<file path="config.mk">
export PLATFORM = sky130hd
export DESIGN_NAME = local_pattern_master_flat
export DESIGN_NICKNAME = d
export VERILOG_FILES = /design/src/rtl/local_pattern_master_if.sv /design/src/rtl/local_pattern_master.sv /design/src/flat_wrapper.sv
export SDC_FILE = /design/constraint.sdc
export NUM_CORES = 1
export LEC_CHECK = 0
export ABC_AREA = 1
export BUFFER_PORTS_ARGS = -buffer_cell sky130_fd_sc_hd__buf_2
export CELL_PAD_IN_SITES_DETAIL_PLACEMENT = 1
export CELL_PAD_IN_SITES_GLOBAL_PLACEMENT = 1
export CORE_MARGIN = 5
export CORE_UTILIZATION = 34
export DETAILED_ROUTE_END_ITERATION = 7
export PLACE_DENSITY_LB_ADDON = 0.1
export SLEW_MARGIN = 20
export SYNTH_ARGS = -nofsm -noshare
export SYNTH_HDL_FRONTEND = slang
export SYNTH_SLANG_ARGS = --single-unit
export TNS_END_PERCENT = 50
</file>
<file path="constraint.sdc">
create_clock -name phy_clk -period 4 [get_ports phy_clk]
set_input_delay 0.8 -clock phy_clk [delete_from_list [all_inputs] [get_ports phy_clk]]
set_output_delay 0.8 -clock phy_clk [all_outputs]
set_load 0.02 [all_outputs]
</file>
<file path="src/rtl/local_pattern_master_if.sv">
// ---------------------------------------------------------------------------
// local_pattern_master_if
// Local-side bus between a pattern master and a memory controller.
//   Request side (master drives): local_address[24:0], local_size[2:0],
//     local_be[3:0], local_wdata[31:0], local_write_req, local_read_req,
//     local_burstbegin
//   Status/response side (controller drives): local_init_done, local_ready,
//     local_rdata_valid, local_rdata[31:0]
// ---------------------------------------------------------------------------
interface local_pattern_master_if;
  logic [24:0] local_address;
  logic [2:0]  local_size;
  logic [3:0]  local_be;
  logic [31:0] local_wdata;
  logic        local_write_req;
  logic        local_read_req;
  logic        local_burstbegin;
  logic        local_init_done;
  logic        local_ready;
  logic        local_rdata_valid;
  logic [31:0] local_rdata;

  modport master (
    output local_address, local_size, local_be, local_wdata,
           local_write_req, local_read_req, local_burstbegin,
    input  local_init_done, local_ready, local_rdata_valid, local_rdata
  );

  modport slave (
    input  local_address, local_size, local_be, local_wdata,
           local_write_req, local_read_req, local_burstbegin,
    output local_init_done, local_ready, local_rdata_valid, local_rdata
  );
endinterface

</file>
<file path="src/rtl/local_pattern_master.sv">
// ---------------------------------------------------------------------------
// local_pattern_master
// Writes a deterministic pattern (PATTERN_SEED ^ global beat index) over
// num_bursts bursts of BURST_LEN beats starting at base_addr, and, when the
// PATTERN_CHECK_EN macro is defined, reads the region back one burst at a
// time and counts mismatching words. Without PATTERN_CHECK_EN the read-back
// states and comparator are not built, the run ends after the writes, and
// err_count / first_err_addr are tied to zero.
//
// Ports
//   phy_clk         controller clock
//   reset           asynchronous, active-high
//   start           run request, sampled only while idle
//   base_addr[24:0] first word address, latched at start
//   num_bursts[15:0] burst count, latched at start (0 = 65536)
//   busy, done      run status (done is a one-cycle pulse)
//   err_count[15:0] saturating mismatch count of the last run
//   first_err_addr[24:0] burst address of the first mismatch
//   bus             local_pattern_master_if.master controller port
// ---------------------------------------------------------------------------
module local_pattern_master #(
  parameter int unsigned BURST_LEN    = 2,
  parameter logic [31:0] PATTERN_SEED = 32'hA5A5_0000
) (
  input  logic        phy_clk,
  input  logic        reset,
  input  logic        start,
  input  logic [24:0] base_addr,
  input  logic [15:0] num_bursts,
  output logic        busy,
  output logic        done,
  output logic [15:0] err_count,
  output logic [24:0] first_err_addr,
  local_pattern_master_if.master bus
);

  localparam logic [2:0]  SIZE_C      = 3'(BURST_LEN);
  localparam logic [1:0]  LAST_BEAT_C = 2'(BURST_LEN - 1);
  localparam logic [24:0] ADDR_STEP_C = 25'(BURST_LEN);

`ifdef PATTERN_CHECK_EN
  typedef enum logic [2:0] {
    IDLE      = 3'd0,
    WAIT_INIT = 3'd1,
    WR        = 3'd2,
    RD_REQ    = 3'd3,
    RD_DATA   = 3'd4,
    FINISH    = 3'd5
  } state_t;
`else
  typedef enum logic [2:0] {
    IDLE      = 3'd0,
    WAIT_INIT = 3'd1,
    WR        = 3'd2,
    FINISH    = 3'd5
  } state_t;
`endif

  state_t      state_r;
  logic [24:0] addr_r;        // current burst address, constant across its beats
  logic [31:0] wdata_r;
  logic [3:0]  be_r;
  logic        wr_req_r;
  logic        bb_r;
  logic        busy_r;
  logic        done_r;
  logic [24:0] base_r;
  logic [16:0] total_r;       // 17 bits so that 65536 bursts is representable
  logic [16:0] bursts_rem_r;  // bursts left including the current one
  logic [1:0]  beat_r;        // beat position inside the current burst
  logic [18:0] gbeat_r;       // global beat index of the current/expected word
  logic [18:0] gbeat_next_s;
  logic [31:0] wdata_next_s;

  assign gbeat_next_s = gbeat_r + 19'd1;
  assign wdata_next_s = PATTERN_SEED ^ {13'd0, gbeat_next_s};

`ifdef PATTERN_CHECK_EN
  logic        rd_req_r;
  logic [15:0] err_cnt_r;
  logic [24:0] first_err_r;
  logic        err_seen_r;
  logic [31:0] exp_rdata_s;

  assign exp_rdata_s = PATTERN_SEED ^ {13'd0, gbeat_r};
`endif

  // Run sequencer: owns every request and status register.
  always_ff @(posedge phy_clk or posedge reset) begin
    if (reset) begin
      state_r      <= IDLE;
      addr_r       <= 25'd0;
      wdata_r      <= 32'd0;
      be_r         <= 4'h0;
      wr_req_r     <= 1'b0;
      bb_r         <= 1'b0;
      busy_r       <= 1'b0;
      done_r       <= 1'b0;
      base_r       <= 25'd0;
      total_r      <= 17'd0;
      bursts_rem_r <= 17'd0;
      beat_r       <= 2'd0;
      gbeat_r      <= 19'd0;
`ifdef PATTERN_CHECK_EN
      rd_req_r     <= 1'b0;
      err_cnt_r    <= 16'd0;
      first_err_r  <= 25'd0;
      err_seen_r   <= 1'b0;
`endif
    end else begin
      case (state_r)
        IDLE: begin
          if (start) begin
            base_r  <= base_addr;
            total_r <= (num_bursts == 16'd0) ? 17'h1_0000 : {1'b0, num_bursts};
            busy_r  <= 1'b1;
            state_r <= WAIT_INIT;
`ifdef PATTERN_CHECK_EN
            err_cnt_r   <= 16'd0;
            first_err_r <= 25'd0;
            err_seen_r  <= 1'b0;
`endif
          end
        end

        WAIT_INIT: begin
          if (bus.local_init_done) begin
            state_r      <= WR;
            wr_req_r     <= 1'b1;
            be_r         <= 4'hF;
            bb_r         <= 1'b1;
            addr_r       <= base_r;
            wdata_r      <= PATTERN_SEED;
            gbeat_r      <= 19'd0;
            beat_r       <= 2'd0;
            bursts_rem_r <= total_r;
          end
        end

        WR: begin
          // Outputs only move on an accepted beat, so they hold while stalled.
          if (wr_req_r && bus.local_ready) begin
            if (beat_r == LAST_BEAT_C) begin
              if (bursts_rem_r == 17'd1) begin
                wr_req_r <= 1'b0;
                be_r     <= 4'h0;
`ifdef PATTERN_CHECK_EN
                // Read-back restarts from the first burst.
                state_r      <= RD_REQ;
                rd_req_r     <= 1'b1;
                bb_r         <= 1'b1;
                addr_r       <= base_r;
                gbeat_r      <= 19'd0;
                beat_r       <= 2'd0;
                bursts_rem_r <= total_r;
`else
                state_r <= FINISH;
                bb_r    <= 1'b0;
                busy_r  <= 1'b0;
                done_r  <= 1'b1;
`endif
              end else begin
                addr_r       <= addr_r + ADDR_STEP_C;
                bb_r         <= 1'b1;
                beat_r       <= 2'd0;
                bursts_rem_r <= bursts_rem_r - 17'd1;
                gbeat_r      <= gbeat_next_s;
                wdata_r      <= wdata_next_s;
              end
            end else begin
              bb_r    <= 1'b0;
              beat_r  <= beat_r + 2'd1;
              gbeat_r <= gbeat_next_s;
              wdata_r <= wdata_next_s;
            end
          end
        end

`ifdef PATTERN_CHECK_EN
        RD_REQ: begin
          if (rd_req_r && bus.local_ready) begin
            rd_req_r <= 1'b0;
            bb_r     <= 1'b0;
            beat_r   <= 2'd0;
            state_r  <= RD_DATA;
          end
        end

        RD_DATA: begin
          if (bus.local_rdata_valid) begin
            if (bus.local_rdata != exp_rdata_s) begin
              if (err_cnt_r != 16'hFFFF) begin
                err_cnt_r <= err_cnt_r + 16'd1;
              end
              if (!err_seen_r) begin
                err_seen_r  <= 1'b1;
                first_err_r <= addr_r;
              end
            end
            gbeat_r <= gbeat_next_s;
            if (beat_r == LAST_BEAT_C) begin
              if (bursts_rem_r == 17'd1) begin
                state_r <= FINISH;
                busy_r  <= 1'b0;
                done_r  <= 1'b1;
              end else begin
                // Next request only after the whole burst returned.
                addr_r       <= addr_r + ADDR_STEP_C;
                rd_req_r     <= 1'b1;
                bb_r         <= 1'b1;
                bursts_rem_r <= bursts_rem_r - 17'd1;
                state_r      <= RD_REQ;
              end
            end else begin
              beat_r <= beat_r + 2'd1;
            end
          end
        end
`endif

        FINISH: begin
          done_r  <= 1'b0;
          state_r <= IDLE;
        end

        default: begin
          state_r  <= IDLE;
          wr_req_r <= 1'b0;
          bb_r     <= 1'b0;
          be_r     <= 4'h0;
          busy_r   <= 1'b0;
          done_r   <= 1'b0;
`ifdef PATTERN_CHECK_EN
          rd_req_r <= 1'b0;
`endif
        end
      endcase
    end
  end

  assign bus.local_address    = addr_r;
  assign bus.local_size       = SIZE_C;
  assign bus.local_be         = be_r;
  assign bus.local_wdata      = wdata_r;
  assign bus.local_write_req  = wr_req_r;
  assign bus.local_burstbegin = bb_r;
  assign busy                 = busy_r;
  assign done                 = done_r;

`ifdef PATTERN_CHECK_EN
  assign bus.local_read_req = rd_req_r;
  assign err_count          = err_cnt_r;
  assign first_err_addr     = first_err_r;
`else
  logic unused_rd_s;
  assign unused_rd_s        = ^{bus.local_rdata, bus.local_rdata_valid};
  assign bus.local_read_req = 1'b0;
  assign err_count          = 16'd0;
  assign first_err_addr     = 25'd0;
`endif

endmodule

</file>
<file path="src/flat_wrapper.sv">
// flat-port wrapper written by rule: the top's interface ports become plain ports
module local_pattern_master_flat 
#(
  parameter int unsigned BURST_LEN    = 2,
  parameter logic [31:0] PATTERN_SEED = 32'hA5A5_0000
)
  (phy_clk, reset, start, base_addr, num_bursts, busy, done, err_count, first_err_addr, bus_local_address, bus_local_size, bus_local_be, bus_local_wdata, bus_local_write_req, bus_local_read_req, bus_local_burstbegin, bus_local_init_done, bus_local_ready, bus_local_rdata_valid, bus_local_rdata);
  local_pattern_master_if bus_i ();
  input  logic phy_clk;
  input  logic reset;
  input  logic start;
  input  logic [24:0] base_addr;
  input  logic [15:0] num_bursts;
  output logic busy;
  output logic done;
  output logic [15:0] err_count;
  output logic [24:0] first_err_addr;
  output wire logic [$bits(bus_i.local_address)-1:0] bus_local_address;
  output wire logic [$bits(bus_i.local_size)-1:0] bus_local_size;
  output wire logic [$bits(bus_i.local_be)-1:0] bus_local_be;
  output wire logic [$bits(bus_i.local_wdata)-1:0] bus_local_wdata;
  output wire logic [$bits(bus_i.local_write_req)-1:0] bus_local_write_req;
  output wire logic [$bits(bus_i.local_read_req)-1:0] bus_local_read_req;
  output wire logic [$bits(bus_i.local_burstbegin)-1:0] bus_local_burstbegin;
  input wire logic [$bits(bus_i.local_init_done)-1:0] bus_local_init_done;
  input wire logic [$bits(bus_i.local_ready)-1:0] bus_local_ready;
  input wire logic [$bits(bus_i.local_rdata_valid)-1:0] bus_local_rdata_valid;
  input wire logic [$bits(bus_i.local_rdata)-1:0] bus_local_rdata;
  assign bus_local_address = bus_i.local_address;
  assign bus_local_size = bus_i.local_size;
  assign bus_local_be = bus_i.local_be;
  assign bus_local_wdata = bus_i.local_wdata;
  assign bus_local_write_req = bus_i.local_write_req;
  assign bus_local_read_req = bus_i.local_read_req;
  assign bus_local_burstbegin = bus_i.local_burstbegin;
  assign bus_i.local_init_done = bus_local_init_done;
  assign bus_i.local_ready = bus_local_ready;
  assign bus_i.local_rdata_valid = bus_local_rdata_valid;
  assign bus_i.local_rdata = bus_local_rdata;
  local_pattern_master #(.BURST_LEN(BURST_LEN), .PATTERN_SEED(PATTERN_SEED)) u_core (.phy_clk(phy_clk), .reset(reset), .start(start), .base_addr(base_addr), .num_bursts(num_bursts), .busy(busy), .done(done), .err_count(err_count), .first_err_addr(first_err_addr), .bus(bus_i));
endmodule
</file>
Yosys cells after proc, flatten, opt, wreduce, memory -nomap -nowiden
Index checks and enable logic that the tools add are counted.
{ "op_classes": {"addsub": 4, "n_mux": 52, "bitwise": 4, "n_reduce_logical": 15, "n_eq_ne": 12} }
{ "op_table": {"columns": ["op", "count"], "rows": [
  ["$mux 32", 4],
  ["$mux 25", 4],
  ["$mux 17", 5],
  ["$mux 19", 4],
  ["$pmux 32 s2", 1],
  ["$pmux 25 s2", 1],
  ["$pmux 19 s2", 1],
  ["$pmux 17 s2", 1],
  ["$add 25x2->25 const B", 1],
  ["$reduce_and 5->1", 4],
  ["$add 19x1->19 const B", 1],
  ["$eq 17x1->1 const B", 1],
  ["$sub 17x1->17 const B", 1],
  ["$logic_not 16->1", 1],
  ["$mux 4", 4],
  ["$mux 3", 5],
  ["$pmux 4 s3", 1],
  ["$mux 1", 11],
  ["$pmux 1 s3", 3],
  ["$pmux 3 s3", 1],
  ["$mux 2", 4],
  ["$not 2->8", 1],
  ["$reduce_and 4->1", 2],
  ["$ne 2x1->1 const B", 3],
  ["16 further kinds", 22]
]} }
{ "totals": {"in_bits": 79, "wordCells": 100, "register_bits": 148, "out_inout_bits": 110} }

Depth between registers and ports, before layout
{ "depth": {"ltp_word": 6, "ltp_mapped": 13, "ltp_nobuf": 12} }

Least setup slack after synthesis
No wires, ideal clock.
{ "synth_path": {"kind": "input to register", "startpoint": "input port bus_local_ready", "endpoint": "register u_core.addr_r[1] (netlist: u_core.bus.local_address[1])", "setup_ns": 0.076, "arrival_time_ns": 1.794, "required_time_ns": 3.924, "cell_stages": 10, "path_buffers": 2, "setup_slack_ns": 2.130, "path_cell_list": "nand2_1 > nand3_1 > nand2_1 > nor2_8 > nand3_4 > inv_2 > buf_6 > buf_6 > nand2_1 > o21ai_1"} }
{ "synth_via": {"elab_chain_len": 3} }
{ "synth_lines": {"columns": ["item", "line_no", "rtl"], "rows": [
  ["start: declaration", "flat_wrapper.sv:26", "input wire logic [$bits(bus_i.local_ready)-1:0] bus_local_ready;"],
  ["$logic_and 1x1->1", "local_pattern_master.sv:142", "if (wr_req_r && bus.local_ready) begin"],
  ["$ne 2x1->1 (no line)", null, null],
  ["$reduce_and 5->1 (no line)", null, null],
  ["end signal: assignment", "local_pattern_master.sv:132", "addr_r <= base_r;"],
  ["end signal: assignment", "local_pattern_master.sv:163", "addr_r <= addr_r + ADDR_STEP_C;"],
  ["end: declaration", "local_pattern_master.sv:60", "logic [24:0] addr_r;"]
]} }
Every way passes these cells.
A chain may end at the register's enable or synchronous reset.

Final worst setup path
{ "layout_path": {"startpoint": "register u_core.state_r[0]", "endpoint": "register u_core.gbeat_r[17]"} }
{ "layout_via": {"elab_chain_len": 3, "word_cells_on_any_way": 8, "cone_classes": "eq/ne (5); mux (1); reduce/logical (2)"} }
{ "layout_lines": {"columns": ["item", "line_no", "rtl"], "rows": [
  ["start: declaration", "local_pattern_master.sv:59", "state_t state_r;"],
  ["start signal: assignment", "local_pattern_master.sv:91", "state_r <= IDLE;"],
  ["start signal: assignment", "local_pattern_master.sv:117", "state_r <= WAIT_INIT;"],
  ["start signal: assignment", "local_pattern_master.sv:128", "state_r <= WR;"],
  ["$eq 3x2->1 / $eq 3x1->1 (equally long branches)", "local_pattern_master.sv:111", "case (state_r)"],
  ["$ne 3x3->1 (no line) (tied with other cells)", null, null],
  ["$reduce_and 4->1 (no line)", null, null],
  ["end signal: assignment", "local_pattern_master.sv:167", "gbeat_r <= gbeat_next_s;"],
  ["end signal: assignment", "local_pattern_master.sv:173", "gbeat_r <= gbeat_next_s;"],
  ["end: declaration", "local_pattern_master.sv:71", "logic [18:0] gbeat_r;"]
]} }
Several ways; a longest one is shown, not always the timed one.

==> metrics.cfg <==
[synthesis]
yosysMostFrequentCell = nand2_1
synthCells = 1024
synth_fa_ha_area_share_pct = 0.707
synthFlopType = dfrtp_1
yosysSeqAreaShare_pct = 40.7
syn_area_per_cell_sq_um = 6.91
ys_seq_elements = 115
ys_types = 34
synth_top_family_by_area = simple AND/OR/NAND/NOR gates
synth_async_sr_flop_share_pct = 100
synth_compound_area_share_pct = 6.35
synth_top_area_cell = dfrtp_1
synth_edf_count = 0
ys_top_cells_by_area = dfrtp_1 (41%), nand2_1 (21%), buf_4 (8.5%)
synth_top_area_share_pct = 40.7
synth_xor_area_share_pct = 1.48
synth-simple-area-share_pct = 36.3
ys_warn_count = 0
synth.top_cells.by_count = nand2_1 (402), nor2_1 (116), dfrtp_1 (115), buf_4 (80)
synthMuxAreaShare_pct = 0
syn_area_sq_um = 7080

[cells_and_area]
area_growth_pct = 13.9
layout-drive-gt1-share_pct = 14.3
fillers = 2666
design_area_sq_um = 8060
antenna_cells = 0
ff_latch_area_sq_um = 2880
multiInputGateArea_sq_um = 3370
utilization_pct = 39.6
nets = 1178

[timing]
worst_pin_slew_ns = 1.01
period_share_pct = 68.8
setup_viol = 0
tns_ns = 0
timing.max_slew.rel_slack_pct = 32.4
slew_violations = 0
fin_skew_ns = 0.00677
grt_setup_unrepaired = no
hold_violations = 0
max_freq_mhz = 363
worst_slack_ns = 1.25
fin_crit_ns = 2.75

[global_routing]
grt_pass1_wl_mm = 34.5
grt_usage_pct = 17.8
grt_pass1_vias = 6614
overflow = 0
grt_max_degree = 63
antenna_found_initial = 0

[critical_path]
worstSetupPathType = reg2reg
slowest_delay_ns = 0.81
slowest_stage = o21ai_2
start_kind = flip-flop
crit_required_ns = 4.25
cp-end-kind = flip-flop
crit_chain = nor2_2, nand2_2, inv_2, nand3_2, o21ai_2, o21ai_0
rr_startpoint = u_core.state_r[0]$_DFFE_PP0P_
path_max_fanout = 28
startpoint = u_core.state_r[0]$_DFFE_PP0P_
worst_ep_arrival_time_ns = 3.00

[drt]
drt_iter0_drc = 258
viasPerCell = 4.68
route.vias.total = 6440
ant_nets = 0
routedWlPerCell_microns = 15.2
dr.pass1.iters = 4
drc = 0
wl_mm = 20.9

[cts]
clock-sinks = 115
clock_latency_ns = 0.41
ctsResizeCount = 0
cts_setup_buffers = 0
ctsHoldBuffers = 0
path_clk_slew_ns = 0.06
cts_buffer_depth = 2
cts_root_buffer = clkbuf_16
cts_tree = done
htree_levels = 4
numCtsBuffers = 17

[power_and_ir_drop]
cellLeakagePower_nw = 4.25
p_int_mw = 2.32
powerDensity_nw_per_um2 = 370
pwr-share-clk_pct = 55.7
pwr-share-comb_pct = 4.2
power_mw = 2.98
p_seq_share_pct = 40.1
peakVddDrop_uv = 272
switchingPower_mw = 0.664
switching_share_pct = 22.3

[place]
port_buffers = 103
post-dp-hpwl_mm = 15.0
place.gp.congestion = 0.799
place_ws_ns = 1.21
placed_area_sq_um = 7430

[die]
initial_core_util_pct = 34.8
die_area_sq_um = 23800
die_w_microns = 154
core-area_sq_um = 20400
chipHeight_microns = 154
rows = 52
ios = 189

[outcome]
status = finished, final reports clean

[worst_hold_path]
hp-start = u_core.busy$_DFFE_PP0P_
hold_path.class = reg2reg

[flow_run]
cap_violations = 0

## layout make-up
type / instances / area share (%)
clock buffer: 22 / 6.01
clock inverter: 9 / 1.88
inverter: 71 / 3.34
multi-input combinational: 780 / 41.9
sequential: 115 / 35.7
tap: 270 / 4.19
timing repair buffer: 110 / 7.05
## worst paths after layout
kind / to / slack [ns] / cells after the start
max in group asynchronous: u_core.gbeat_r[4]$_DFFE_PP0P_ / 2.59 / 3
hold / removal: u_core.busy$_DFFE_PP0P_ / 0.47 / 2
setup / recovery: u_core.gbeat_r[17]$_DFFE_PP0P_ / 1.25 / 6
setup reg to reg: u_core.gbeat_r[17]$_DFFE_PP0P_ / 1.25 / 6
min in group asynchronous: u_core.total_r[5]$_DFFE_PP0P_ / 0.54 / 2
hold reg to reg: u_core.busy$_DFFE_PP0P_ / 0.47 / 2
## layout by cell type (no fill, tap or decap), types with 2 or more instances in the layout
master	n
a21oi_1	2
buf_2	103
buf_4	7
bufinv_16	4
clkbuf_16	17
clkbuf_8	4
clkinv_2	3
conb_1	52
dfrtp_1	115
ha_1	4
inv_1	65
inv_2	5
nand2_1	402
nand2_2	2
nand3_1	68
nand3b_1	11
nand4_1	7
nor2_1	116
nor2_2	3
nor3_1	2
nor4_1	5
o21ai_0	68
o21ai_1	12
o21bai_1	2
or2_2	2
xnor2_1	2
xor2_1	10
## kinds of logic (layout without fill, tap and decap cells)
group                      count (synthesis)  after routing
DFF                                      115            115
xor gates and xnor gates                  12             12
adders and majority gates                  4              4
buffers and inverters                    179            212
and+or+nand+nor                          625            625
AOI/OAI and AO/OA                         87             87
other                                      2             52
## state kept, by name (all words and copies together) (netlist names)
name                         flops
u_core.bus.local_burstbegin      1
u_core.beat_r                    2
u_core.total_r                  17
u_core.base_r                   25
u_core.bus.local_address        25
u_core.gbeat_r                  19
u_core.busy                      1
u_core.done                      1
u_core.bus.local_wdata           3
u_core.bus.local_be              1
u_core.state_r                   3
u_core.bursts_rem_r             17
## worst max-delay path: cells and delay by family (launching register included)
family | cells | cell delay, ns
compound gates | 2 | 1.04
simple gates | 3 | 0.74
flops | 1 | 0.45
buf+inv | 1 | 0.35
## power groups by stage
| stage | clock network [mW] | registers, mW | logic [mW] |
|---|---|---|---|
| finish | 1.66 | 1.20 | 0.124 |
| global route | 1.76 | 1.20 | 0.142 |
| CTS | 1.71 | 1.20 | 0.126 |
| detailed placement | 0 | 1.22 | 0.126 |
| global placement | 0 | 1.22 | 0.124 |
| floorplan | 0 | 1.22 | 0.119 |
## stage by stage
stage | instances | hold slack (ns)
3_5_place_dp | 1346 | 0.459
2_1_floorplan | 1074 | 0.442
3_3_place_gp | 1346 | 0.452
6_report | 1377 | 0.465
4_1_cts | 1377 | 0.473
5_1_grt | 1377 | 0.491
## metal layers
layer	global-route usage [%]	routed length, microns	vias to the layer above
met4	3.74	140	0
met5	0	0	-
li1	-	-	3225
met2	28.5	9490	122
met1	24.6	10300	3080
met3	4.44	982	13
(Power assumes the default switching activity.)
